==> config.mk <==
export PLATFORM = sky130hd
export DESIGN_NAME = spin_anneal_ctrl
export DESIGN_NICKNAME = d
export VERILOG_FILES = /design/src/rtl/spin_pkg.sv /design/src/rtl/spin_anneal_schedule.sv /design/src/rtl/spin_anneal_ctrl.sv
export SDC_FILE = /design/constraint.sdc
export NUM_CORES = 1
export LEC_CHECK = 0
export ABC_AREA = 0
export CORE_AREA = 2 2 467 469
export CTS_BUF_LIST = sky130_fd_sc_hd__clkbuf_16
export CTS_CLUSTER_SIZE = 30
export DETAILED_ROUTE_END_ITERATION = 10
export DIE_AREA = 0 0 469 471
export MAX_ROUTING_LAYER = met4
export PLACE_DENSITY_LB_ADDON = 0.12
export RECOVER_POWER = 50
export SETUP_SLACK_MARGIN = 0.05
export SLEW_MARGIN = 20
export SYNTH_ARGS = -nofsm -noshare
export SYNTH_HDL_FRONTEND = slang
export SYNTH_SLANG_ARGS = --single-unit
==> constraint.sdc <==
create_clock -name clk -period 9.6 [get_ports clk]
set_input_delay 0.96 -clock clk [delete_from_list [all_inputs] [get_ports clk]]
set_output_delay 0.96 -clock clk [all_outputs]
set_load 0.02 [all_outputs]
==> src/rtl/spin_pkg.sv <==
// Shared types and default sizes for the spin-array anneal controller.
package spin_pkg;

    typedef enum logic [2:0] {
        StIdle,
        StClear,
        StRun,
        StSample,
        StHold
    } state_t;

    localparam int unsigned DefWidth = 32;
    localparam int unsigned DefSpins = 32;
    localparam int unsigned DefCntW  = 16;

endpackage

==> src/rtl/spin_anneal_schedule.sv <==
// Step/stage counters and the saturating, stage-wise decaying increment.
module spin_anneal_schedule
    import spin_pkg::*;
#(
    parameter int unsigned WIDTH = DefWidth,
    parameter int unsigned CNT_W = DefCntW
) (
    input  logic             clk,
    input  logic             rst,
    input  logic             load,
    input  logic             enable,
    input  logic [CNT_W-1:0] num_stages,
    input  logic [CNT_W-1:0] steps_per_stage,
    input  logic [WIDTH-1:0] inc_init,
    input  logic [WIDTH-1:0] inc_decay,
    output logic             last_step,
    output logic             stage_done,
    output logic             no_stages,
    output logic [WIDTH-1:0] inc_next
);

    logic [CNT_W-1:0] steps_q, steps_d;
    logic [CNT_W-1:0] stages_q, stages_d;
    logic [CNT_W-1:0] step_q, step_d;
    logic [CNT_W-1:0] stage_q, stage_d;
    logic [WIDTH-1:0] decay_q, decay_d;
    logic [WIDTH-1:0] cur_inc_q, cur_inc_d;

    always_comb begin
        steps_d   = steps_q;
        stages_d  = stages_q;
        step_d    = step_q;
        stage_d   = stage_q;
        decay_d   = decay_q;
        cur_inc_d = cur_inc_q;

        last_step  = (step_q == steps_q - CNT_W'(1));
        // stage_done marks the final step of the final stage
        stage_done = last_step && (stage_q == stages_q - CNT_W'(1));
        no_stages  = (stages_q == '0);

        if (load) begin
            steps_d   = (steps_per_stage == '0) ? CNT_W'(1) : steps_per_stage;
            stages_d  = num_stages;
            decay_d   = inc_decay;
            cur_inc_d = inc_init;
            step_d    = '0;
            stage_d   = '0;
        end else if (enable) begin
            if (last_step) begin
                step_d    = '0;
                stage_d   = stage_q + CNT_W'(1);
                cur_inc_d = (cur_inc_q > decay_q) ? (cur_inc_q - decay_q) : '0;
            end else begin
                step_d = step_q + CNT_W'(1);
            end
        end

        inc_next = cur_inc_d;
    end

    always_ff @(posedge clk) begin
        if (rst) begin
            steps_q   <= CNT_W'(1);
            stages_q  <= '0;
            step_q    <= '0;
            stage_q   <= '0;
            decay_q   <= '0;
            cur_inc_q <= '0;
        end else begin
            steps_q   <= steps_d;
            stages_q  <= stages_d;
            step_q    <= step_d;
            stage_q   <= stage_d;
            decay_q   <= decay_d;
            cur_inc_q <= cur_inc_d;
        end
    end

endmodule

==> src/rtl/spin_anneal_ctrl.sv <==
// Anneal sequencer: clear, stepped decaying increment, sign sample, valid/ready hand-off.
// Optional SPIN_ANNEAL_ABORT_EN adds an abort input that cuts CLEAR/RUN short to SAMPLE.
module spin_anneal_ctrl
    import spin_pkg::*;
#(
    parameter int unsigned WIDTH = DefWidth,
    parameter int unsigned SPINS = DefSpins,
    parameter int unsigned CNT_W = DefCntW
) (
    input  logic                   clk,
    input  logic                   rst,
    input  logic                   start,
`ifdef SPIN_ANNEAL_ABORT_EN
    input  logic                   abort,
`endif
    input  logic [CNT_W-1:0]       num_stages,
    input  logic [CNT_W-1:0]       steps_per_stage,
    input  logic [WIDTH-1:0]       inc_init,
    input  logic [WIDTH-1:0]       inc_decay,
    input  logic [SPINS*WIDTH-1:0] spin_value,
    output logic                   sys_rst,
    output logic [WIDTH-1:0]       increment,
    output logic                   busy,
    output logic [SPINS-1:0]       result,
    output logic                   result_valid,
    input  logic                   result_ready,
    output logic                   done
);

    state_t state_q, state_d;

    logic             load, enable;
    logic             last_step, stage_done, no_stages;
    logic [WIDTH-1:0] inc_next;
    logic             abort_req;
    logic [SPINS-1:0] msbs;

    logic [WIDTH-1:0] increment_q;
    logic             busy_q;
    logic [SPINS-1:0] result_q;
    logic             result_valid_q;

`ifdef SPIN_ANNEAL_ABORT_EN
    assign abort_req = abort;
`else
    assign abort_req = 1'b0;
`endif

    spin_anneal_schedule #(
        .WIDTH(WIDTH),
        .CNT_W(CNT_W)
    ) u_schedule (
        .clk            (clk),
        .rst            (rst),
        .load           (load),
        .enable         (enable),
        .num_stages     (num_stages),
        .steps_per_stage(steps_per_stage),
        .inc_init       (inc_init),
        .inc_decay      (inc_decay),
        .last_step      (last_step),
        .stage_done     (stage_done),
        .no_stages      (no_stages),
        .inc_next       (inc_next)
    );

    always_comb begin
        state_d = state_q;
        load    = 1'b0;
        enable  = 1'b0;
        unique case (state_q)
            StIdle: begin
                if (start) begin
                    load    = 1'b1;
                    state_d = StClear;
                end
            end
            StClear: begin
                state_d = (abort_req || no_stages) ? StSample : StRun;
            end
            StRun: begin
                enable = 1'b1;
                if (abort_req || stage_done) begin
                    state_d = StSample;
                end
            end
            StSample: state_d = StHold;
            StHold: begin
                if (result_ready) begin
                    state_d = StIdle;
                end
            end
            default: state_d = StIdle;
        endcase
    end

    always_comb begin
        msbs = '0;
        for (int s = 0; s < int'(SPINS); s++) begin
            msbs[s] = spin_value[s*WIDTH + WIDTH - 1];
        end
    end

    // Registered outputs are loaded from the next state so they line up with it.
    always_ff @(posedge clk) begin
        if (rst) begin
            state_q        <= StIdle;
            increment_q    <= '0;
            busy_q         <= 1'b0;
            result_q       <= '0;
            result_valid_q <= 1'b0;
        end else begin
            state_q        <= state_d;
            increment_q    <= (state_d == StRun) ? inc_next : '0;
            busy_q         <= (state_d != StIdle);
            result_valid_q <= (state_d == StHold);
            if (state_q == StSample) begin
                result_q <= msbs;
            end
        end
    end

    assign sys_rst      = rst | (state_q == StClear);
    assign done         = (state_q == StHold) && result_ready;
    assign increment    = increment_q;
    assign busy         = busy_q;
    assign result       = result_q;
    assign result_valid = result_valid_q;

endmodule

==> out/metrics.cfg <==
[outcome]
status = finished with violations
violations = max-capacitance violations, max-slew violations

[logic_synthesis]
netlist-cell-type-count = 70
syn_avg_cell_area_um2 = 7.76
syn-num-nets = 2489
yosysWarnings = 0
synth_flop_cell = dfxtp_1
synth_top_area_cell = dfxtp_1
synth_top_area_share_pct = 38.3
async_flop_share_pct = 0
synth_edf_count = 0
synth-seq-cells = 197
syn_area_mm2 = 0.0103
synthTopCellsByArea = dfxtp_1 38%, a21oi_1 10%, nand2_1 9.1%, ha_1 4.4%, xnor2_1 3.9%
synthCells = 1328
ys_seq_area_share_pct = 38.3

[timing]
fin_crit_sh_pct = 62.2
setup_violations = 0
skew_ns = 0.0313
fin_crit_ns = 5.97
fmax_mhz = 167
fin_tns_setup_ns = 0
timing.slew.headroom_pct = -167
rsz0062_at_grt = no
tightest_slew_ns = 4.00
hold_viol_final = 0
slew_violations = 167

[drt]
wirelength_um = 59100
wl_per_cell_um = 13.6
drtAntennaViolNets = 0
post-route-drc-count = 0
drt_iter0_drc = 371
vias = 9645
firstDrtPassIters = 6
viasPerCell = 2.22

[die]
dieArea_mm2 = 0.221
die_h_um = 471
initial_core_util_pct = 4.77
ios = 1192
die_x_um = 469
rows = 171
core_mm2 = 0.216

[run]
max-cap-violations = 3

[worst_setup_path]
rrSetupSlack_ns = 4.39
worstSetupPathType = in -> out
rr_endpoint = increment[29]
r2r-start = state_q[2]
start_kind = input port
cp.required_ns = 8.64
crit_fanout = 55
end_kind = output pin
rr_worst_depth = 6
cp.arrival_ns = 5.01

[place]
io_buffers = 199
gp_congestion = 0.666
placed_area_mm2 = 0.0157
dp_cells = 4320
dp_hpwl_um = 45100

[global_routing]
grt_pass1_vias = 10400
overflow = 0
grtUsageTotal_pct = 5.60
grt_max_degree = 94
grt_pass1_wl_um = 83000
antenna_found_initial = 12

[final_layout]
fillerInstances = 25400
drive_above_1_share_pct = 5.54
seqCellArea_mm2 = 0.00394
final_core_util_pct = 7.52
fin_nets = 2646
fin_cells = 4353
fin_area_mm2 = 0.0163
multi_input_area_mm2 = 0.00586
syn_to_final_growth_pct = 57.7

[clock_tree]
hold_buffers = 0
path_clk_slew_ns = 0.10
cts_buffer_depth = 2
ctsResizeCount = 0
clkLatencyLatePin_ns = 0.57
postCtsSetupRepairBufs = 0
clock-sinks = 197
ctsHtreeMaxLevel = 4
cts-root-buf = clkbuf_16
cts_tree = done
cts_buffers = 17

[power_and_ir_drop]
ir_drop_mv = 0.163
p_per_area_mw_per_mm2 = 155
p_leak_nw = 5.18

[worst_hold_path]
hold_depth = 2
whs_endpoint = result[28]
min_from = result[28]
worstHoldPathType = reg -> reg

[power by group]
group | switching, mW | total, mW | internal, mW
Sequential | 0.0397 | 0.903 | 0.863
Clock | 0.478 | 0.827 | 0.349
Combinational | 0.493 | 0.793 | 0.300
[cells in the final DEF, fill, tap and decap left out, types with 10 or more instances in the layout]
| cell type | count |
|---|---|
| o21ai_0 | 24 |
| ha_1 | 36 |
| nand2_2 | 22 |
| nor2_1 | 86 |
| xor2_1 | 35 |
| or3_1 | 17 |
| clkdlybuf4s50_1 | 141 |
| a21oi_1 | 213 |
| buf_4 | 10 |
| dlygate4sd3_1 | 57 |
| o21a_1 | 10 |
| mux2i_1 | 11 |
| a21o_1 | 14 |
| xnor2_1 | 46 |
| nor4_1 | 11 |
| dfxtp_1 | 197 |
| nor3_1 | 30 |
| a31oi_1 | 10 |
| nand2_1 | 248 |
| clkbuf_16 | 17 |
| nand4_1 | 20 |
| and3_1 | 36 |
| inv_1 | 50 |
| nand3_1 | 23 |
[through the flow]
stage	worst slack, ns	power, mW	hold WS, ns
2_1_floorplan	6.23	1.39	0.436
3_3_place_gp	4.31	1.76	0.444
3_5_place_dp	4.37	1.75	0.449
4_1_cts	4.33	2.65	0.462
5_1_grt	3.18	2.73	0.478
6_report	3.63	2.52	0.458
[synth_stat cells (all sizes together), types with 10 or more instances]
cell type / number
a21oi: 215
or3: 17
nor2: 87
nand4: 20
o21ai: 24
a21o: 14
ha: 36
and3: 36
nor3: 32
o21a: 10
a31oi: 10
xnor2: 46
clkbuf: 55
nor4: 12
mux2i: 11
nand2: 271
buf: 20
xor2: 35
dfxtp: 197
nand3: 24
inv: 49
[cell type report]
type                    instances  share of cell area, %
clock buffers                  17                   2.62
diodes                          1                 0.0154
inverters                      49                   1.13
multi-input cells            1007                   36.1
flip-flops and latches        197                   24.3
clock inverters                15                   1.00
well taps                    2854                   22.0
repair buffers                213                   12.9
[registers in the layout (all words and copies together) (netlist names)]
register,count
result_valid,1
result,32
state_q,3
increment,32
u_schedule.stage_q,16
u_schedule.step_q,16
u_schedule.stages_q,16
busy,1
u_schedule.steps_q,16
u_schedule.decay_q,32
u_schedule.cur_inc_q,32
[how the worst max path moves through the flow]
stage	from	endpoint	slack (ns)	cells after the start
after floorplan	u_schedule.steps_q[0]	u_schedule.cur_inc_q[24]	6.23	14
after global placement	u_schedule.steps_q[0]	increment[15]	4.31	13
after CTS	u_schedule.steps_q[0]	increment[15]	4.33	13
after detailed placement	u_schedule.steps_q[0]	increment[15]	4.37	13
final	rst	sys_rst	3.63	4
after global routing	start	increment[30]	3.18	7
[cells by family (layout without fill, tap and decap cells)]
kind of cell               Yosys count  count (layout)  synth area share, %
AOI/OAI and AO/OA                  333             333                 19.1
xor gates and xnor gates            81              81                 6.88
adders and majority gates           37              37                 4.56
buffers and inverters              124             294                 4.95
DFF                                197             197                 38.3
muxes                               11              11                 1.07
other                                0               1                    0
and+or+nand+nor                    545             545                 25.2
[critical path, stage by stage]
cell	delay, ns
buf_6	0.31
clkbuf_1	2.47
or2_2	0.38
clkdlybuf4s50_1	0.76
[routing by layer]
metal | part of all wire [%] | track usage [%] | up-vias
met5 | 0 | - | -
met4 | 1.0 | 1.28 | 0
met3 | 2.2 | 1.12 | 37
met2 | 51 | 9.53 | 132
met1 | 46 | 6.74 | 4560
li1 | - | - | 4916
No activity file was read; power rests on OpenSTA's default activity.
